## config.mk

```make
export PLATFORM = sky130hd
export DESIGN_NAME = sc_random_step
export DESIGN_NICKNAME = d
export VERILOG_FILES = /design/src/rtl/sc_random_pkg.sv /design/src/rtl/sc_random_step.sv
export SDC_FILE = /design/constraint.sdc
export NUM_CORES = 1
export LEC_CHECK = 0
export CAP_MARGIN = 20
export CORE_AREA = 8 8 45 47
export DETAILED_ROUTE_END_ITERATION = 6
export DIE_AREA = 0 0 53 55
export GPL_TIMING_DRIVEN = 0
export PLACE_DENSITY = 0.36
export SYNTH_ARGS = -nofsm -noshare
export SYNTH_HDL_FRONTEND = slang
export SYNTH_SLANG_ARGS = --single-unit
export TNS_END_PERCENT = 1
```

## constraint.sdc

```tcl
create_clock -name vclk -period 1.1
set_clock_uncertainty 0.2 [all_clocks]
set_input_delay 0.165 -clock vclk [all_inputs]
set_output_delay 0.165 -clock vclk [all_outputs]
set_load 0.02 [all_outputs]
```

## src/rtl/sc_random_pkg.sv

```systemverilog
// -----------------------------------------------------------------------------
// sc_random_pkg
// Shared definitions for the 8-bit pseudo-random link: seed value, feedback
// taps, the forbidden nibble, checker state encoding and the step function.
// The generator imports the same random_step() so both ends of the link
// always agree on the sequence.
// -----------------------------------------------------------------------------
package sc_random_pkg;

  localparam logic [7:0] RANDOM_SEED      = 8'h01;
  localparam int         TAP_HI           = 7;
  localparam int         TAP_LO           = 4;
  localparam logic [3:0] NIBBLE_FORBIDDEN = 4'hF;

  typedef enum logic {
    HUNT   = 1'b0,
    LOCKED = 1'b1
  } rand_state_t;

  // One step of the sequence: shift left with XOR feedback, and fall back to
  // the seed whenever either nibble would become the forbidden value.
  function automatic logic [7:0] random_step(input logic [7:0] r);
    logic [7:0] n;
    n = {r[6:0], r[TAP_HI] ^ r[TAP_LO]};
    if ((n[7:4] == NIBBLE_FORBIDDEN) || (n[3:0] == NIBBLE_FORBIDDEN)) begin
      random_step = RANDOM_SEED;
    end else begin
      random_step = n;
    end
  endfunction

  // A value the generator can actually emit: non-zero, no forbidden nibble.
  function automatic logic is_valid_seed(input logic [7:0] v);
    is_valid_seed = (v != 8'h00) &&
                    (v[7:4] != NIBBLE_FORBIDDEN) &&
                    (v[3:0] != NIBBLE_FORBIDDEN);
  endfunction

endpackage

```

## src/rtl/sc_random_step.sv

```systemverilog
// -----------------------------------------------------------------------------
// sc_random_step
// Purely combinational instance of the sequence step function.
// Ports:
//   cur  - current sequence value
//   next - value that follows cur in the sequence
// -----------------------------------------------------------------------------
module sc_random_step
  import sc_random_pkg::*;
(
  input  logic [7:0] cur,
  output logic [7:0] next
);

  // Evaluate the shared step function.
  always_comb begin
    next = random_step(cur);
  end

endmodule

```

Word level (Yosys, flattened, before mapping)
Cells that the tools add are included.
{ "classes": {"eq_ne": 2, "n_reduce_logical": 1, "bitwise_logic": 1, "n_mux": 1} }
{ "op_table": {"columns": ["operator", "count"], "rows": [
  ["$eq A4 B4 Y1 const B", 2],
  ["$mux W8", 1],
  ["$logic_or A1 B1 Y1", 1],
  ["$xor A1 B1 Y1", 1]
]} }
{ "totals": {"regBits": 0, "wordCells": 5, "inputBits": 8, "out_inout_bits": 8} }

Longest topological paths before layout
Gate-level depths: netlist (run 1).
{ "logic_depth": {"depth_word": 4, "ltp_mapped": 3, "mapped_depth_nobuf": 2} }

Worst setup path after synthesis (run 1)
Ideal clock, no wire load.
{ "synth_timing": {"path_type": "input port to output port", "from": "input port cur[6]", "to": "output port next[1]", "t_required_ns": 0.735, "stages": 3, "path_slack_ns": -0.359, "path_buffers": 1, "arrival_time_ns": 1.094, "path_cell_list": "and4_1 > clkbuf_2 > a311oi_1"} }
{ "synth_between": {"elab_chain_cells": 3} }
{ "synth_lines": {"columns": ["item", "line_no", "source"], "rows": [
  ["from (decl)", "sc_random_step.sv:11", "input logic [7:0] cur,"],
  ["$eq A4 B4 Y1", "sc_random_pkg.sv:25", "if ((n[7:4] == NIBBLE_FORBIDDEN) || (n[3:0] == NIBBLE_FORBIDDEN)) begin"],
  ["$logic_or A1 B1 Y1", "sc_random_pkg.sv:25", null],
  ["$mux W8", "sc_random_pkg.sv:25", null],
  ["to (decl)", "sc_random_step.sv:12", "output logic [7:0] next"]
]} }
No other way between the ends.

Worst setup path in the final report (run 1)
{ "layout_timing": {"from": "input port cur[7]", "to": "output port next[2]"} }
{ "layout_between": {"elab_chain_cells": 4} }
{ "layout_lines": {"columns": ["item", "line_no", "source"], "rows": [
  ["$xor A1 B1 Y1", "sc_random_pkg.sv:24", "n = {r[6:0], r[TAP_HI] ^ r[TAP_LO]};"],
  ["$eq A4 B4 Y1", "sc_random_pkg.sv:25", null],
  ["$logic_or A1 B1 Y1", "sc_random_pkg.sv:25", null],
  ["$mux W8", "sc_random_pkg.sv:25", null]
]} }
No other way between the ends.

==> impl_metrics.csv, run 1 <==
group,metric,value,unit
finish,clock_buffers,0,
routing,drc,0,
yosys,synth.mux.area_fraction,0,
routing,initialDrtViolationCount,5,
yosys,netlist_top_cells_area,"a211oi_1, inv_1, a311oi_1",
finish,fin_util,0.347,
power_and_ir_drop,p_per_area,535,mW/mm²
yosys,synth_top_cell_area_share,0.255,
routing,vias_per_cell,3.98,
hold_path,holdPathEnd,"next[4]",
yosys,synth-simple-area-share,0.181,
power_and_ir_drop,leakage,0.200,nW
yosys,synthAdderAreaFrac,0,
yosys,syn_inst,19,
yosys,yosysWarnings,0,
die,fp.dieW,53,µm
placement,globalplace.congestion,0.655,
power_and_ir_drop,vdd_drop_max,212,µV
sta,final-max-slew-violation-count,0,
worst_setup_path,crit_path_end_kind,"output pin",
routing,wl_per_cell,14.1,µm
sta,rsz0062_at_grt,"true",
die,ios,16,
finish,fin_area,480,µm²
routing,wl,759,µm
placement,dp_hpwl,603,µm
sta,hold_violations,0,
finish,fillers,145,
yosys,syn_avg_cell_area,6.19,µm²
sta,fmax,0.703,GHz
global_route,grt_use_total,0.0568,
die,initial_utilization,0.0850,
die,die_area,0.00292,mm²
placement,pre_cts_slack,-1.32,ns
yosys,synth-xor-area-share,0.0745,
yosys,synth.net_count,27,
yosys,syn-cell-area,118,µm²
global_route,grt_pass1_wl,1.30,mm
worst_setup_path,cp-start-kind,"input pin",
power_and_ir_drop,p_total,257,µW
sta,fin_crit_sh,1.29,
finish,antenna_cells,0,
global_route,grt_antenna_before_repair,0,
placement,dpl_cell_area,430,µm²
sta,maxSlewHeadroom,0.839,
hold_path,hp-class,"input pin to output pin",
worst_setup_path,worstPathArrival,1.06,ns
hold_path,hp-start,"cur[3]",
placement,io_buffers,16,
global_route,grt_max_degree,9,
finish,seq_area,0,µm²
finish,multi_input_area,218,µm²
sta,worst_slack,-0.322,ns
sta,tns,-1.82,ns
yosys,synth-seq-area-share,0,
sta,worst_pin_slew,0.242,ns
finish,drive_above_1_share,0.816,
hold_path,holdPathStages,4,
status,violations,"negative setup slack",
die,dieHeight,55,µm
worst_setup_path,worst-path-max-fanout,4,
worst_setup_path,critPathRequiredTime,0.73,ns
yosys,synth_largest_area_cell,"a211oi_1",
yosys,synth_compound_area_frac,0.479,
sta,setup_violations,8,
clock_network,ctsHoldBuffers,0,
routing,first_pass_iters,4,
global_route,grt_pass1_vias,251,
finish,design.seq.count,0,
global_route,grt-ovfl-total,0,
worst_setup_path,crit_type,"input pin to output pin",
yosys,synth_top_family_by_area,"compound AO/OA/AOI/OAI gates",
job,maxCapViolCount,0,
yosys,ys_types,8,
die,fp.coreArea,0.00138,mm²
status,outcome,"finished with violations",
sta,min_period,1.42,ns
routing,vias,215,
die,rows,14,
finish,nNetsFinal,48,
finish,area_growth,309,%
routing,ant_nets,0,
-- logic make-up after synthesis --
group / Yosys count
XOR/XNOR: 1
buffers and inverters: 8
AO/OA/AOI/OAI: 7
AND/OR/NAND/NOR: 3
-- where the power goes --
group          internal [mW]  leakage, nW  switching [mW]
combinational          0.136        0.200           0.121
clock                      0            0               0
sequential                 0            0               0
-- worst max path at each step --
stage / cells after the start / endpoint / slack [ns] / from
3_5_place_dp: 4 / next[0] / -1.32 / cur[4]
3_3_place_gp: 4 / next[0] / -1.32 / cur[4]
4_1_cts: 5 / next[2] / -0.36 / cur[3]
2_1_floorplan: 3 / next[1] / -0.11 / cur[6]
6_report: 5 / next[2] / -0.32 / cur[7]
5_1_grt: 5 / next[2] / -0.35 / cur[7]
-- cells in the mapped netlist (all sizes together) --
library cell  instances
inv                   7
and4                  1
a211oi                4
a311oi                3
and3                  1
or2                   1
clkbuf                1
xor2                  1
-- placed cells by master, fill, tap and decap left out --
cell | netlist | routed
or2_4 | 0 | 1
a311oi_4 | 0 | 3
buf_2 | 0 | 4
and4_4 | 0 | 1
a211oi_4 | 0 | 4
buf_8 | 0 | 2
xor2_4 | 0 | 1
buf_6 | 0 | 13
and3_4 | 0 | 1
buf_12 | 0 | 1
inv_1 | 7 | 7
-- area by class of cell --
cell class / instances / share of cell area
plain buffers: 1 / 0.0417
inverters: 7 / 0.0547
multi-input cells: 11 / 0.453
well taps: 16 / 0.0417
repair buffers: 19 / 0.409
-- per-stage QoR --
stage,hold slack [ns],std cells
final,0.476,54
after global routing,0.494,54
after CTS,0.480,54
after detailed placement,1.24,51
after global placement,1.21,51
after floorplan,0.230,19
-- critical path, stage by stage --
cell	delay (ns)
buf_8	0.10
xor2_4	0.19
buf_6	0.14
a311oi_4	0.30
buf_6	0.16
-- per-layer routing --
metal  GRT usage  share of wire  vias up
li1            -              -      102
met1      0.0699           0.44       99
met2      0.0996           0.44       14
met3      0.0187           0.12        0
met4           0              0        0
met5           0              0        -
-- what timing repair did --
action | in CTS | in global routing
endpoints found under the setup margin | 8 | 8
buffers inserted | 3 | 0
pin swaps | 9 | 3
gates resized for setup | 88 | 8
(Power assumes the default switching activity.)
==> run 2, diff against run 1 <==
- RECOVER_POWER: unset -> 100
==> results of run 2 <==
Same layout as run 1: the final DEF is identical, and so are final timing and power.
==> run 3, diff against run 2 <==
- CAP_MARGIN: 20 -> unset
==> results of run 3 <==
Same layout as run 1: the final DEF is identical, and so are final timing and power.
